### config.mk
export PLATFORM = sky130hd
export DESIGN_NAME = computie_bus_capture_ctrl
export DESIGN_NICKNAME = d
export VERILOG_FILES = /design/src/rtl/computie_bus_capture_ctrl.sv
export SDC_FILE = /design/constraint.sdc
export NUM_CORES = 1
export LEC_CHECK = 0
export ABC_AREA = 0
export BUFFER_PORTS_ARGS = -buffer_cell sky130_fd_sc_hd__buf_2
export CAP_MARGIN = 20
export CORE_MARGIN = 1
export CORE_UTILIZATION = 40
export CTS_CLUSTER_SIZE = 24
export DETAILED_ROUTE_END_ITERATION = 6
export PLACE_DENSITY = 0.71
export SYNTH_ARGS = -nofsm -noshare
export SYNTH_HDL_FRONTEND = slang
export SYNTH_SLANG_ARGS = --single-unit
### constraint.sdc
create_clock -name comm_clock -period 3.1 [get_ports comm_clock]
set_input_delay 0 -clock comm_clock [delete_from_list [all_inputs] [get_ports comm_clock]]
set_output_delay 0 -clock comm_clock [all_outputs]
set_load 0.03 [all_outputs]
### src/rtl/computie_bus_capture_ctrl.sv
// computie_bus_capture_ctrl: filters snooped Computie bus records into the capture FIFO, runs the
// pre-trigger ring and post-trigger count, then hands the FIFO read port to the serial dumper.
`default_nettype none

module computie_bus_capture_ctrl #(
  parameter int BITWIDTH   = 32,
  parameter int MODWIDTH   = 1,
  parameter int POST_COUNT = 16
) (
  input  logic                           comm_clock,
  input  logic                           comm_reset,
  input  logic                           arm,
  input  logic                           force_dump,
  input  logic                           trig_enable,
  input  logic [BITWIDTH-1:0]            trig_addr,
  input  logic [BITWIDTH-1:0]            trig_mask,
  input  logic                           bus_valid,
  input  logic [2*BITWIDTH+MODWIDTH-1:0] bus_data,
  output logic                           fifo_wr,
  output logic [2*BITWIDTH+MODWIDTH-1:0] fifo_wr_data,
  output logic                           fifo_rd,
  output logic                           fifo_flush,
  input  logic                           fifo_full,
  input  logic                           fifo_empty,
  input  logic                           dump_in_ready,
  output logic                           dump_start,
  input  logic                           dump_end,
  output logic [2:0]                     state,
  output logic [15:0]                    missed
);

  localparam int RW = 2*BITWIDTH + MODWIDTH;
  localparam int CW = (POST_COUNT < 1) ? 1 : $clog2(POST_COUNT + 1);
  localparam logic [CW-1:0] CNT_INIT = CW'(POST_COUNT);
  localparam logic [CW-1:0] CNT_ONE  = CW'(1);

  typedef enum logic [2:0] {
    S_IDLE     = 3'd0,
    S_PRETRIG  = 3'd1,
    S_POSTTRIG = 3'd2,
    S_DUMP_REQ = 3'd3,
    S_DUMPING  = 3'd4
  } state_t;

  state_t          cur_state;
  state_t          nxt_state;
  logic [CW-1:0]   post_cnt;
  logic            wr_q;
  logic            ring_rd_q;
  logic            flush_q;
  logic [RW-1:0]   wr_data_q;
  logic [15:0]     missed_q;

  logic            match;
  logic            has_data;
  logic            do_wr;
  logic            do_ring_rd;
  logic            do_flush;
  logic            do_miss;
  logic            cnt_load;
  logic            cnt_dec;

  assign match = trig_enable &&
                 (((bus_data[2*BITWIDTH-1:BITWIDTH] ^ trig_addr) & trig_mask) == '0);

  // A write landing this cycle counts as data; a flush in progress empties the FIFO at this edge.
  assign has_data = wr_q || (!fifo_empty && !flush_q);

  always_ff @(posedge comm_clock or posedge comm_reset) begin
    if (comm_reset) begin
      cur_state <= S_IDLE;
    end else begin
      cur_state <= nxt_state;
    end
  end

  always_comb begin
    nxt_state  = cur_state;
    do_wr      = 1'b0;
    do_ring_rd = 1'b0;
    do_flush   = 1'b0;
    do_miss    = 1'b0;
    cnt_load   = 1'b0;
    cnt_dec    = 1'b0;
    case (cur_state)
      S_IDLE: begin
        if (arm) begin
          do_flush  = 1'b1;
          nxt_state = S_PRETRIG;
        end
      end
      S_PRETRIG: begin
        if (arm) begin
          do_flush  = 1'b1;
          nxt_state = S_PRETRIG;
        end else if (bus_valid) begin
          do_wr      = 1'b1;
          do_ring_rd = fifo_full;
          if (match) begin
            if (POST_COUNT == 0) begin
              nxt_state = S_DUMP_REQ;
            end else begin
              cnt_load  = 1'b1;
              nxt_state = S_POSTTRIG;
            end
          end
          if (force_dump) begin
            nxt_state = S_DUMP_REQ;
          end
        end else if (force_dump) begin
          nxt_state = has_data ? S_DUMP_REQ : S_IDLE;
        end
      end
      S_POSTTRIG: begin
        if (arm) begin
          do_flush  = 1'b1;
          nxt_state = S_PRETRIG;
        end else if (bus_valid) begin
          // Post-trigger data is never overwritten: a full FIFO ends the capture.
          if (fifo_full) begin
            do_miss   = 1'b1;
            nxt_state = S_DUMP_REQ;
          end else begin
            do_wr   = 1'b1;
            cnt_dec = 1'b1;
            if ((post_cnt == CNT_ONE) || force_dump) begin
              nxt_state = S_DUMP_REQ;
            end
          end
        end else if (force_dump) begin
          nxt_state = S_DUMP_REQ;
        end
      end
      S_DUMP_REQ: begin
        do_miss   = bus_valid;
        nxt_state = S_DUMPING;
      end
      S_DUMPING: begin
        do_miss = bus_valid;
        if (dump_end) begin
          nxt_state = S_IDLE;
        end
      end
      default: begin
        nxt_state = S_IDLE;
      end
    endcase
  end

  always_ff @(posedge comm_clock or posedge comm_reset) begin
    if (comm_reset) begin
      wr_q      <= 1'b0;
      ring_rd_q <= 1'b0;
      flush_q   <= 1'b0;
      wr_data_q <= '0;
      missed_q  <= 16'd0;
      post_cnt  <= '0;
    end else begin
      wr_q      <= do_wr;
      ring_rd_q <= do_ring_rd;
      flush_q   <= do_flush;
      if (do_wr) begin
        wr_data_q <= bus_data;
      end
      if (do_flush) begin
        missed_q <= 16'd0;
      end else if (do_miss && (missed_q != 16'hFFFF)) begin
        missed_q <= missed_q + 16'd1;
      end
      if (cnt_load) begin
        post_cnt <= CNT_INIT;
      end else if (cnt_dec) begin
        post_cnt <= post_cnt - CNT_ONE;
      end
    end
  end

  assign fifo_wr      = wr_q;
  assign fifo_wr_data = wr_data_q;
  assign fifo_flush   = flush_q;
  assign dump_start   = (cur_state == S_DUMP_REQ);
  // While dumping the dumper owns the read port directly, without a register stage.
  assign fifo_rd      = ring_rd_q || ((cur_state == S_DUMPING) && dump_in_ready);
  assign state        = cur_state;
  assign missed       = missed_q;

endmodule

`default_nettype wire

# --- Word level (Yosys, flattened, before mapping) ---
# Index checks and enable logic that the tools add are counted.
op_classes:
  n_addsub: 2
  eq_ne: 12
  muxes: 38
  bitwise_logic: 2
  reduce_logical: 16
op_table:
  columns: ["cell", "count"]
  rows:
  - ["$mux W3", 12]
  - ["$and A32 B32 Y32", 1]
  - ["$logic_not A32 Y1", 1]
  - ["$mux W16", 2]
  - ["$xor A32 B32 Y32", 1]
  - ["$mux W1", 18]
  - ["$add A16 B1 Y16 const B", 1]
  - ["$ne A16 B16 Y1 const B", 1]
  - ["$pmux W3 S5", 1]
  - ["$ne A4 B4 Y1 const B", 3]
  - ["$mux W5", 2]
  - ["$eq A3 B2 Y1 const B", 2]
  - ["$reduce_and A6 Y1", 1]
  - ["$eq A5 B1 Y1 const B", 1]
  - ["$ne A5 B5 Y1 const B", 1]
  - ["$sub A5 B1 Y5 const B", 1]
  - ["$logic_and A1 B1 Y1", 4]
  - ["$ne A2 B2 Y1 const B", 2]
  - ["$pmux W1 S2", 2]
  - ["$reduce_bool A2 Y1", 2]
  - ["$eq A3 B1 Y1 const B", 1]
  - ["$eq A3 B3 Y1 const B", 1]
  - ["$logic_not A3 Y1", 1]
  - ["$logic_or A1 B1 Y1", 3]
  - ["4 further kinds", 5]
word_totals:
  register_bits: 92
  input_bits: 139
  output_inout_bits: 88
  word_cells: 77

# --- Depth between registers and ports, before layout ---
depth:
  word_depth: 9
  ltp_mapped: 8
  ltp_nobuf: 7

# --- Worst setup path after synthesis ---
# Ideal clock, no wire load.
synth_timing:
  path_kind: "register to register"
  start: "register cur_state[0] (netlist: state[0])"
  end: "register wr_data_q[0] (netlist: fifo_wr_data[0])"
  setup_ps: 125
  arrival_time_ps: 1884
  t_required_ps: 2975
  slack_ps: 1091
  path_stages_with_launch: 8
  n_path_buf: 2
  synth_period_minus_slack_ps: 2009
  path_cell_list: "dfrtp_1 inv_1 nor4_4 and2_4 nor2_2 buf_6 buf_6 mux2_4"
synth_between:
  elab_chain_cells: 2
  elab_cells_between_ends: 3
  classes_between: "eq/ne (2); mux (1)"
synth_lines:
  columns: ["item", "line_no", "rtl"]
  rows:
  - ["start, declared", "45", "state_t cur_state;"]
  - ["start signal, assigned", "73", "cur_state <= nxt_state;"]
  - ["$eq A3 B2 Y1 or $eq A3 B1 Y1 (tied branches)", "85", "case (cur_state)"]
  - ["$pmux W1 S2 (*)", "85", null]
  - ["end signal, assigned", "163", "wr_data_q <= bus_data;"]
  - ["end, declared", "51", "logic [RW-1:0] wr_data_q;"]
# Every way passes the cells marked *; elsewhere a longest branch is shown, timed or not.
# A chain may end at the register's enable or synchronous reset.

# --- Worst setup path in the final report ---
layout_timing:
  start: "register cur_state[2] (netlist: state[2])"
  end: "register wr_data_q[35] (netlist: fifo_wr_data[35])"
# The elaborated chain is that of the path after synthesis.

==> flow_summary.json <==
{
  "outcome": "completed",
  "hold_depth": 4,
  "end_kind": "register",
  "power.internal_mw": 3.49,
  "synth_top_area_share_pct": 50.5,
  "yosysMostFrequentCell": "dfrtp_1",
  "totalWireLength_um": 13400,
  "portBuffers": 226,
  "start_util_pct": 41.5,
  "nFillCells": 836,
  "ys_ff_latch": 92,
  "cts_tree": "built",
  "first_iter_violations": 153,
  "hp-start": "arm",
  "yosys_warnings": 0,
  "multi_input_area_um2": 2120,
  "regToRegSetupSlack_ns": 0.95,
  "final_max_slew_viol_count": 0,
  "final_layout_size_suffix_gt1_share_pct": 49.0,
  "p_sw_mw": 2.50,
  "die_x_um": 109,
  "cp-start-kind": "register",
  "finalSetupViolCount": 0,
  "power_frac_comb_pct": 47.6,
  "cts_root_buffer": "clkbuf_16",
  "synth.distinct_cells": 50,
  "ios": 227,
  "syn_inst": 357,
  "hold_viol": 0,
  "instances_no_fill": 803,
  "ir_drop_uv": 641,
  "synth_area_leader_cell": "dfrtp_1",
  "grt_max_degree": 52,
  "slew_headroom_pct": 50.6,
  "synth_area_um2": 4560,
  "area_growth_pct": 49.1,
  "p_leak_nw": 3.48,
  "synth_common_cells": "92 x dfrtp_1, 39 x mux2_4, 36 x xor2_1",
  "power_density_nw_per_um2": 882,
  "required_ns": 3.33,
  "synth.area.top_cells": "dfrtp_1 50%, mux2_4 13%, xor2_1 6.9%, mux2_2 6.4%, a22oi_1 2.5%",
  "grt_pass1_vias": 4296,
  "place.gp.congestion": 0.890,
  "critPathMaxFanout": 39,
  "ys.flop_type": "dfrtp_1",
  "sw_frac_of_total_pct": 41.8,
  "post_drt_wl_per_cell_um": 16.7,
  "cts.path.max_buffers": 2,
  "grt.total_usage_pct": 23.6,
  "power_frac_clock_pct": 18.6,
  "postCtsSetupBuffers": 0,
  "rr_endpoint": "fifo_wr_data[35]$_DFFE_PP0P_",
  "worst_slack_ns": 0.950,
  "fmax_mhz": 465,
  "finalCoreUtilization_pct": 61.9,
  "p_seq_share_pct": 33.8,
  "drc": 0,
  "maxCapViolations": 0,
  "synth_edf_count": 0,
  "finalCritPeriodShare_pct": 69.3,
  "fp.dieArea_um2": 11800,
  "syn-num-nets": 499,
  "nets": 794,
  "clk_pin_slew_ns": 0.07,
  "syn_area_per_cell_um2": 12.8,
  "skew_ns": 0.00782,
  "rsz0062_at_grt": "no",
  "row_count": 38,
  "tns_ns": 0,
  "core_um2": 11000,
  "clock_latency_ns": 0.34,
  "synth-seq-area-share_pct": 50.5,
  "cts.sinks": 92,
  "placed_cells": 712,
  "post-dp-hpwl_um": 8980,
  "vias": 4018,
  "antenna_found_initial": 6,
  "die_h_um": 109,
  "numCtsBuffers": 9,
  "r2r-start": "state[2]$_DFFE_PP0P_",
  "arrival_ns": 2.38,
  "worst_r2r_path_depth": 5,
  "htree_levels": 3,
  "dr.pass1.iters": 5,
  "async_flop_share_pct": 100,
  "min_path_type": "primary input to register",
  "grt_pass1_wl_um": 21100,
  "hold_path_end": "state[1]$_DFFE_PP0P_",
  "crit_type": "register to register",
  "tightest_slew_ns": 0.735,
  "cp-startpoint": "state[2]$_DFFE_PP0P_",
  "ant_nets": 0,
  "min_period_ns": 2.15,
  "dp_slack_ns": 0.984,
  "grt_overflow_total": 0,
  "via_per_inst": 5.00,
  "seq_area_um2": 2300
}
## critical path: stages (launching register included)
cell and delay, ns:
dfrtp_1 0.54, nor3_1 0.10, and4b_1 0.31, nor2_4 0.15
buf_4 0.48, mux2_2 0.42
## timing repair
item                                   in CTS  in global routing
gates resized for setup                     0                  0
hold buffers                               69                  0
endpoints found under the hold margin     108                  0
## final cells by class
type / instances / share of cell area [%]
flip-flops and latches: 92 / 33.8
clock buffers: 9 / 3.31
inverters: 9 / 0.515
repair buffers: 298 / 27.3
diodes: 6 / 0.221
clock inverters: 7 / 1.10
multi-input cells: 242 / 31.1
well taps: 140 / 2.58
## cell families after synthesis
family          share of synthesized area [%]
flops                                    50.5
simple gates                             10.0
mux                                      19.5
compound gates                           7.93
xor+xnor                                 8.06
buf+inv                                  3.24
fa+ha+maj                               0.823
## worst max path at each step
stage               depth (start not counted)  slack (ns)                            to
floorplan                                   1        0.71          fifo_flush$_DFF_PP0_
global placement                            5        1.06  fifo_wr_data[28]$_DFFE_PP0P_
detailed placement                          5        0.98  fifo_wr_data[40]$_DFFE_PP0P_
CTS                                         5        0.97  fifo_wr_data[40]$_DFFE_PP0P_
global route                                5        0.82  fifo_wr_data[35]$_DFFE_PP0P_
finish                                      5        0.95  fifo_wr_data[35]$_DFFE_PP0P_
## registers in the layout, indices dropped and copies added, names as in the netlist
register,count
fifo_flush,1
fifo_wr,1
fifo_wr_data,65
missed,16
post_cnt,5
ring_rd_q,1
state,3
## per-layer routing
| metal | GRT usage [%] | up-vias | routed length, µm |
|---|---|---|---|
| li1 | - | 1876 | - |
| met1 | 25.6 | 1916 | 5140 |
| met2 | 40.3 | 184 | 6740 |
| met3 | 7.59 | 42 | 952 |
| met4 | 13.5 | 0 | 575 |
| met5 | 0 | - | 0 |
## through the flow
| stage | hold WS [ns] | area, µm² | power (mW) |
|---|---|---|---|
| 4_1_cts | 0.0466 | 6790 | 5.99 |
| 3_5_place_dp | 0.142 | 5800 | 4.79 |
| 3_3_place_gp | 0.133 | 5800 | 4.73 |
| 5_1_grt | 0.0719 | 6800 | 6.30 |
| 2_1_floorplan | 0.0891 | 4560 | 4.00 |
| 6_report | 0.0541 | 6800 | 6.00 |
## cell usage in the layout (no fill, tap or decap), types with 3 or more instances in the layout
cell,instances
ha_1,3
and3_1,3
mux2_4,39
nand4_1,5
buf_2,226
diode_2,6
nor2_1,15
or4_1,4
nand3_1,10
mux2_2,26
o211ai_1,6
nand2_1,21
dlygate4sd3_1,69
xnor2_1,6
clkinvlp_4,3
clkbuf_16,9
inv_1,8
a31oi_1,5
nor3_1,7
a22oi_1,15
a21oi_1,7
o31ai_1,6
dfrtp_1,92
xor2_1,36
## power by group through the flow
stage | Combinational [mW] | Clock (mW) | Sequential [mW]
6_report | 2.85 | 1.12 | 2.03
5_1_grt | 3.02 | 1.20 | 2.09
4_1_cts | 2.84 | 1.14 | 2.01
3_5_place_dp | 2.78 | 0 | 2.01
3_3_place_gp | 2.74 | 0 | 2.00
2_1_floorplan | 1.10 | 0 | 2.90
(Power assumes the default switching activity.)
